--- config.mk ---
export PLATFORM = sky130hd
export DESIGN_NAME = md5_batch_loader
export DESIGN_NICKNAME = d
export VERILOG_FILES = /design/src/rtl/md5_batch_loader.sv
export SDC_FILE = /design/constraint.sdc
export NUM_CORES = 1
export LEC_CHECK = 0
export CORE_ASPECT_RATIO = 0.75
export CORE_UTILIZATION = 52
export DETAILED_ROUTE_END_ITERATION = 16
export DONT_BUFFER_PORTS = 1
export PLACE_DENSITY = 0.67
export REMOVE_ABC_BUFFERS = 1
export SYNTH_ARGS = -nofsm -noshare
export SYNTH_HDL_FRONTEND = slang
export SYNTH_SLANG_ARGS = --single-unit
--- constraint.sdc ---
create_clock -name clk -period 3.85 [get_ports clk]
set_clock_uncertainty 0.2 [all_clocks]
set_input_delay 1.155 -clock clk [delete_from_list [all_inputs] [get_ports clk]]
set_output_delay 1.155 -clock clk [all_outputs]
set_load 0.005 [all_outputs]
--- src/rtl/md5_batch_loader.sv ---
// Enumerates LEN-char lowercase candidates, writes one padded MD5 block per unit, then pulses start.
// First write one cycle after go; no backpressure: loads stall only in WAIT until the launched units report done.
module md5_batch_loader #(
    parameter int NUNITS = 32,
    parameter int LEN    = 6
) (
    input  logic              clk,
    input  logic              reset,
    input  logic              go,
    input  logic              stop,
    input  logic [NUNITS-1:0] done,
    output logic              write,
    output logic [8:0]        writeaddr,
    output logic [31:0]       writedata,
    output logic [NUNITS-1:0] start,
    output logic              busy,
    output logic              exhausted,
    output logic [31:0]       batch_count
);
    typedef enum logic [1:0] {IDLE, LOAD, START, WAIT} state_t;
    typedef logic [LEN-1:0][4:0] digits_t;

    localparam logic [4:0]        LAST_UNIT = 5'(NUNITS - 1);
    localparam logic [NUNITS-1:0] UNIT0_BIT = NUNITS'(1);

    state_t            state, state_n;
    digits_t           dig, dig_n, dig_inc;
    logic              inc_wrap;
    logic              wrap, wrap_n;
    logic              exhausted_n;
    logic [31:0]       batch_count_n;
    logic              stop_l, stop_l_n;
    logic [4:0]        unit, unit_n;
    logic [3:0]        word, word_n;
    logic [NUNITS-1:0] mask, mask_n;
    logic              guard, guard_n;
    logic              write_n;
    logic [8:0]        writeaddr_n;
    logic [31:0]       writedata_n;
    logic [NUNITS-1:0] start_n;

    // Little-endian MD5 block word: characters, 0x80 terminator, bit length in word 14.
    function automatic logic [31:0] msg_word(input digits_t d, input logic [3:0] w);
        logic [31:0] r;
        r = '0;
        for (int i = 0; i < LEN; i++) begin
            if (int'(w) == i / 4) r[8*(i%4) +: 8] = 8'h61 + {3'b000, d[i]};
        end
        if (int'(w) == LEN / 4) r[8*(LEN%4) +: 8] = 8'h80;
        if (w == 4'd14) r = 32'(LEN * 8);
        return r;
    endfunction

    always_comb begin
        logic carry;
        dig_inc = dig;
        carry   = 1'b1;
        for (int i = 0; i < LEN; i++) begin
            if (carry) begin
                if (dig[i] == 5'd25) begin
                    dig_inc[i] = 5'd0;
                end else begin
                    dig_inc[i] = dig[i] + 5'd1;
                    carry      = 1'b0;
                end
            end
        end
        inc_wrap = carry;
    end

    always_comb begin
        state_n       = state;
        dig_n         = dig;
        wrap_n        = wrap;
        exhausted_n   = exhausted;
        batch_count_n = batch_count;
        stop_l_n      = stop_l;
        unit_n        = unit;
        word_n        = word;
        mask_n        = mask;
        guard_n       = 1'b0;
        write_n       = 1'b0;
        writeaddr_n   = writeaddr;
        writedata_n   = writedata;
        start_n       = '0;

        if (stop && state != IDLE) stop_l_n = 1'b1;

        case (state)
            IDLE: begin
                if (go) begin
                    dig_n         = '0;
                    wrap_n        = 1'b0;
                    exhausted_n   = 1'b0;
                    batch_count_n = '0;
                    stop_l_n      = 1'b0;
                    unit_n        = '0;
                    word_n        = '0;
                    mask_n        = '0;
                    write_n       = 1'b1;
                    writedata_n   = msg_word('0, 4'd0);
                    state_n       = LOAD;
                end
            end
            LOAD: begin
                if (word != 4'd15) begin
                    word_n      = word + 4'd1;
                    write_n     = 1'b1;
                    writedata_n = msg_word(dig, word + 4'd1);
                end else begin
                    mask_n = mask | (UNIT0_BIT << unit);
                    dig_n  = dig_inc;
                    if (inc_wrap) wrap_n = 1'b1;
                    // A wrapping increment ends the batch early so no unit sees a repeated candidate.
                    if (inc_wrap || unit == LAST_UNIT) begin
                        start_n       = mask_n;
                        batch_count_n = batch_count + 32'd1;
                        state_n       = START;
                    end else begin
                        unit_n      = unit + 5'd1;
                        word_n      = '0;
                        write_n     = 1'b1;
                        writedata_n = msg_word(dig_inc, 4'd0);
                    end
                end
            end
            START: begin
                guard_n = 1'b1;
                state_n = WAIT;
            end
            WAIT: begin
                // Done bits seen during START and the guard cycle may be left over from the previous batch.
                if (!guard && (done & mask) == mask) begin
                    if (wrap) begin
                        exhausted_n = 1'b1;
                        state_n     = IDLE;
                    end else if (stop_l) begin
                        state_n = IDLE;
                    end else begin
                        mask_n      = '0;
                        unit_n      = '0;
                        word_n      = '0;
                        write_n     = 1'b1;
                        writedata_n = msg_word(dig, 4'd0);
                        state_n     = LOAD;
                    end
                end
            end
            default: state_n = IDLE;
        endcase

        if (write_n) writeaddr_n = {unit_n, word_n};
    end

    always_ff @(posedge clk) begin
        if (reset) begin
            state       <= IDLE;
            dig         <= '0;
            wrap        <= 1'b0;
            exhausted   <= 1'b0;
            batch_count <= '0;
            stop_l      <= 1'b0;
            unit        <= '0;
            word        <= '0;
            mask        <= '0;
            guard       <= 1'b0;
            write       <= 1'b0;
            writeaddr   <= '0;
            writedata   <= '0;
            start       <= '0;
        end else begin
            state       <= state_n;
            dig         <= dig_n;
            wrap        <= wrap_n;
            exhausted   <= exhausted_n;
            batch_count <= batch_count_n;
            stop_l      <= stop_l_n;
            unit        <= unit_n;
            word        <= word_n;
            mask        <= mask_n;
            guard       <= guard_n;
            write       <= write_n;
            writeaddr   <= writeaddr_n;
            writedata   <= writedata_n;
            start       <= start_n;
        end
    end

    assign busy = (state != IDLE);

endmodule

==> qor.csv <==
stage,metric,value,unit
power_and_ir_drop,power_density,523,nW/µm²
critical_path,cp-start-kind,flip-flop,
cells_and_area,final_util,0.574,
floorplan,pin_count,144,
sta,finalSetupViolations,0,
synthesis,ys_seq_area_frac,0.392,
drt,vias,8239,
synthesis,yosys_warnings,0,
global_routing,grt_pass1_wl,40100,µm
drt,wl_per_cell,18.9,µm
power_and_ir_drop,p_total,0.00528,W
sta,tns,0,ns
worst_hold_path,worst_hold_path_type,reg2reg,
worst_hold_path,min_from,dig[21]$_SDFFE_PP0P_,
sta,finalHoldViolCount,0,
drt,firstDrtPassIters,6,
cts,clockRootBuffer,clkbuf_16,
drt,drt-initial-drc-count,847,
synthesis,syn_inst,1112,
synthesis,netlist_area,9350,µm²
cts,clock-sinks,183,
floorplan,core-area,17600,µm²
sta,min_period_over_period,0.805,
critical_path,cp_max_fo,11,
cells_and_area,layout.nets,1154,
sta,relSlewSlack,0.321,
sta,max_slew.worst_pin.slew,1.02,ns
floorplan,die_height,118,µm
critical_path,r2r_slack,0.75,ns
cts,cts_max_level,4,
sta,report.final.slew_viol_count,0,
global_routing,grt_max_degree,66,
critical_path,arrival,3.22,ns
cts,cts_buffer_depth,2,
cts,insertion_delay,0.43,ns
cts,cts_hold_buf,0,
drt,ant_nets,0,
drt,avgViaCountPerCell,6.15,
synthesis,ys_ff_latch,183,
placement,dpl.hpwl,17900,µm
synthesis,synthDistinctLibCells,82,
synthesis,synth-main-ff-cell,dfxtp_1,
cts,clk_pin_slew,0.07,ns
cts,cts_resized,0,
power_and_ir_drop,peakVddDrop,0.354,mV
flow_run,maxCapViolCount,0,
cells_and_area,layout-drive-gt1-share,0.0857,
global_routing,grt_pass1_vias,7479,
floorplan,start_util,0.531,
power_and_ir_drop,leakage,3.64,nW
cts,cts_setup_buffers,0,
floorplan,rows,42,
sta,max_freq,0.323,GHz
placement,gp_congestion,1.01,
cells_and_area,fill_cells,1610,
cells_and_area,areaGrowthSynthToFinish,8.00,%
synthesis,synth-edff-count,0,
drt,wl,25300,µm
critical_path,end_kind,flip-flop,
global_routing,overflow,0,
cts,cts_tree,done,
synthesis,avgSynthCellArea,8.41,µm²
synthesis,synth-async-reset-ratio,0,
cells_and_area,design_area,10100,µm²
critical_path,r2r-start,dig[16]$_SDFFE_PP0P_,
global_routing,track_usage,0.276,
floorplan,dieArea,18500,µm²
cts,cts_buffers,17,
placement,dpl_cell_area,9530,µm²
sta,rsz0062_at_grt,false,
floorplan,die_x,157,µm
sta,min_period,3.10,ns
placement,port-buffer-count,0,
drt,drc,0,
placement,pre_cts_ws,0.339,ns
critical_path,path_class,reg2reg,
sta,fin_ws,0.750,ns
critical_path,cp_data_required_time,3.97,ns
outcome,status,completed,
critical_path,startpoint,dig[16]$_SDFFE_PP0P_,
global_routing,antenna_found_initial,1,
power by group:
part / switching, W / total (W) / internal [W]
Clock: 0.000830 / 0.00168 / 0.000855
Sequential: 0.000176 / 0.00226 / 0.00209
Combinational: 0.000918 / 0.00133 / 0.000416
layer usage:
layer  share of wire  global-route usage  vias up  wire length [µm]
li1                -                   -     3981                 -
met4           0.016              0.0784        2               402
met5         0.00036                   0        -                 9
met1            0.48               0.413     3878             12100
met3           0.096              0.0741       33              2430
met2            0.41               0.380      345             10300
cell usage after synthesis, drive strengths merged, types with 7 or more instances:
cell      n  share of area
nand2    53          0.021
nor2    144          0.058
dfxtp   183           0.39
xor2     41          0.038
a21oi   117          0.063
nand4b    8         0.0075
inv      29          0.012
a32o     32          0.034
buf      31          0.019
clkbuf   40          0.018
nor2b    33          0.025
ha       33          0.044
and3     30          0.020
o21ai    70          0.038
nor4      9         0.0090
a31oi    12         0.0080
nor3     22          0.012
xnor2    18          0.017
nand4    18          0.012
nand3    51          0.027
a211oi    8         0.0064
a22oi    18          0.014
and2      8         0.0054
a311oi    7         0.0066
o22ai    10         0.0067
area by class of cell:
cell class | count | area, µm² | share of cell area
Clock inverter | 14 | 139 | 0.0138
Sequential cell | 183 | 3660 | 0.363
Timing Repair Buffer | 25 | 200 | 0.0198
Multi-Input combinational cell | 829 | 5260 | 0.521
Antenna cell | 1 | 2.50 | 0.000248
Tap cell | 242 | 303 | 0.0300
Inverter | 29 | 109 | 0.0108
Clock buffer | 17 | 425 | 0.0421
critical path, stage by stage (launching register included):
cell and delay (ns):
dfxtp_1 0.43, inv_1 0.08, ha_1 0.18, nand4b_1 0.28, nor4_1 0.13, a221oi_2 0.83, a21oi_1 0.14, o21ai_2 0.15
and2_1 0.22, mux2_2 0.35
worst paths after layout:
kind                          endpoint  depth (start not counted)
max reg2reg  writeaddr[3]$_SDFFE_PP0P_                          9
min reg2reg       dig[21]$_SDFFE_PP0P_                          2
min               dig[21]$_SDFFE_PP0P_                          2
max          writeaddr[3]$_SDFFE_PP0P_                          9
registers in the layout, summed over array words and instances (netlist names), 4 cells and up:
| register | flops |
|---|---|
| start | 32 |
| writedata | 32 |
| mask | 32 |
| writeaddr | 9 |
| batch_count | 32 |
| dig | 30 |
| word | 4 |
| unit | 5 |
metrics by stage:
stage | hold WS, ns | cells
2_1_floorplan | 0.250 | 1041
3_3_place_gp | 0.265 | 1308
3_5_place_dp | 0.270 | 1308
4_1_cts | 0.288 | 1339
5_1_grt | 0.310 | 1339
6_report | 0.287 | 1340
cells by family (layout without fill, tap and decap cells):
kind of cell | count (synthesis) | after routing | share of synthesized area
muxes | 5 | 5 | 0.00575
adders and majority gates | 33 | 33 | 0.0442
other | 0 | 1 | 0
and+or+nand+nor | 416 | 416 | 0.233
xor gates and xnor gates | 59 | 59 | 0.0553
buffers and inverters | 100 | 85 | 0.0487
DFF | 183 | 183 | 0.392
AOI/OAI and AO/OA | 316 | 316 | 0.221
layout by cell type, fill, tap and decap left out, types with 4 or more instances in the layout:
| cell | Yosys | routed |
|---|---|---|
| dfxtp_1 | 183 | 183 |
| nor2_1 | 144 | 144 |
| a21oi_1 | 116 | 115 |
| nand2_1 | 53 | 53 |
| nand3_1 | 51 | 51 |
| o21ai_0 | 49 | 47 |
| xor2_1 | 41 | 41 |
| ha_1 | 33 | 33 |
| a32o_1 | 32 | 32 |
| and3_1 | 30 | 30 |
| inv_1 | 28 | 28 |
| nor2b_1 | 25 | 25 |
| buf_4 | 3 | 24 |
| nor3_1 | 21 | 21 |
| o21ai_1 | 20 | 20 |
| nand4_1 | 18 | 18 |
| a22oi_1 | 18 | 18 |
| xnor2_1 | 18 | 18 |
| clkbuf_16 | 0 | 17 |
| a31oi_1 | 12 | 11 |
| o22ai_1 | 10 | 10 |
| nand4b_1 | 8 | 8 |
| and2_1 | 8 | 8 |
| a211oi_1 | 8 | 8 |
| nor2b_2 | 7 | 7 |
| a311oi_1 | 7 | 7 |
| nor4_1 | 6 | 6 |
| nand2b_1 | 6 | 6 |
| or3_1 | 5 | 5 |
| o2bb2ai_1 | 4 | 4 |
| a32oi_1 | 4 | 4 |
Note: power is estimated with default switching activity, not from simulation.
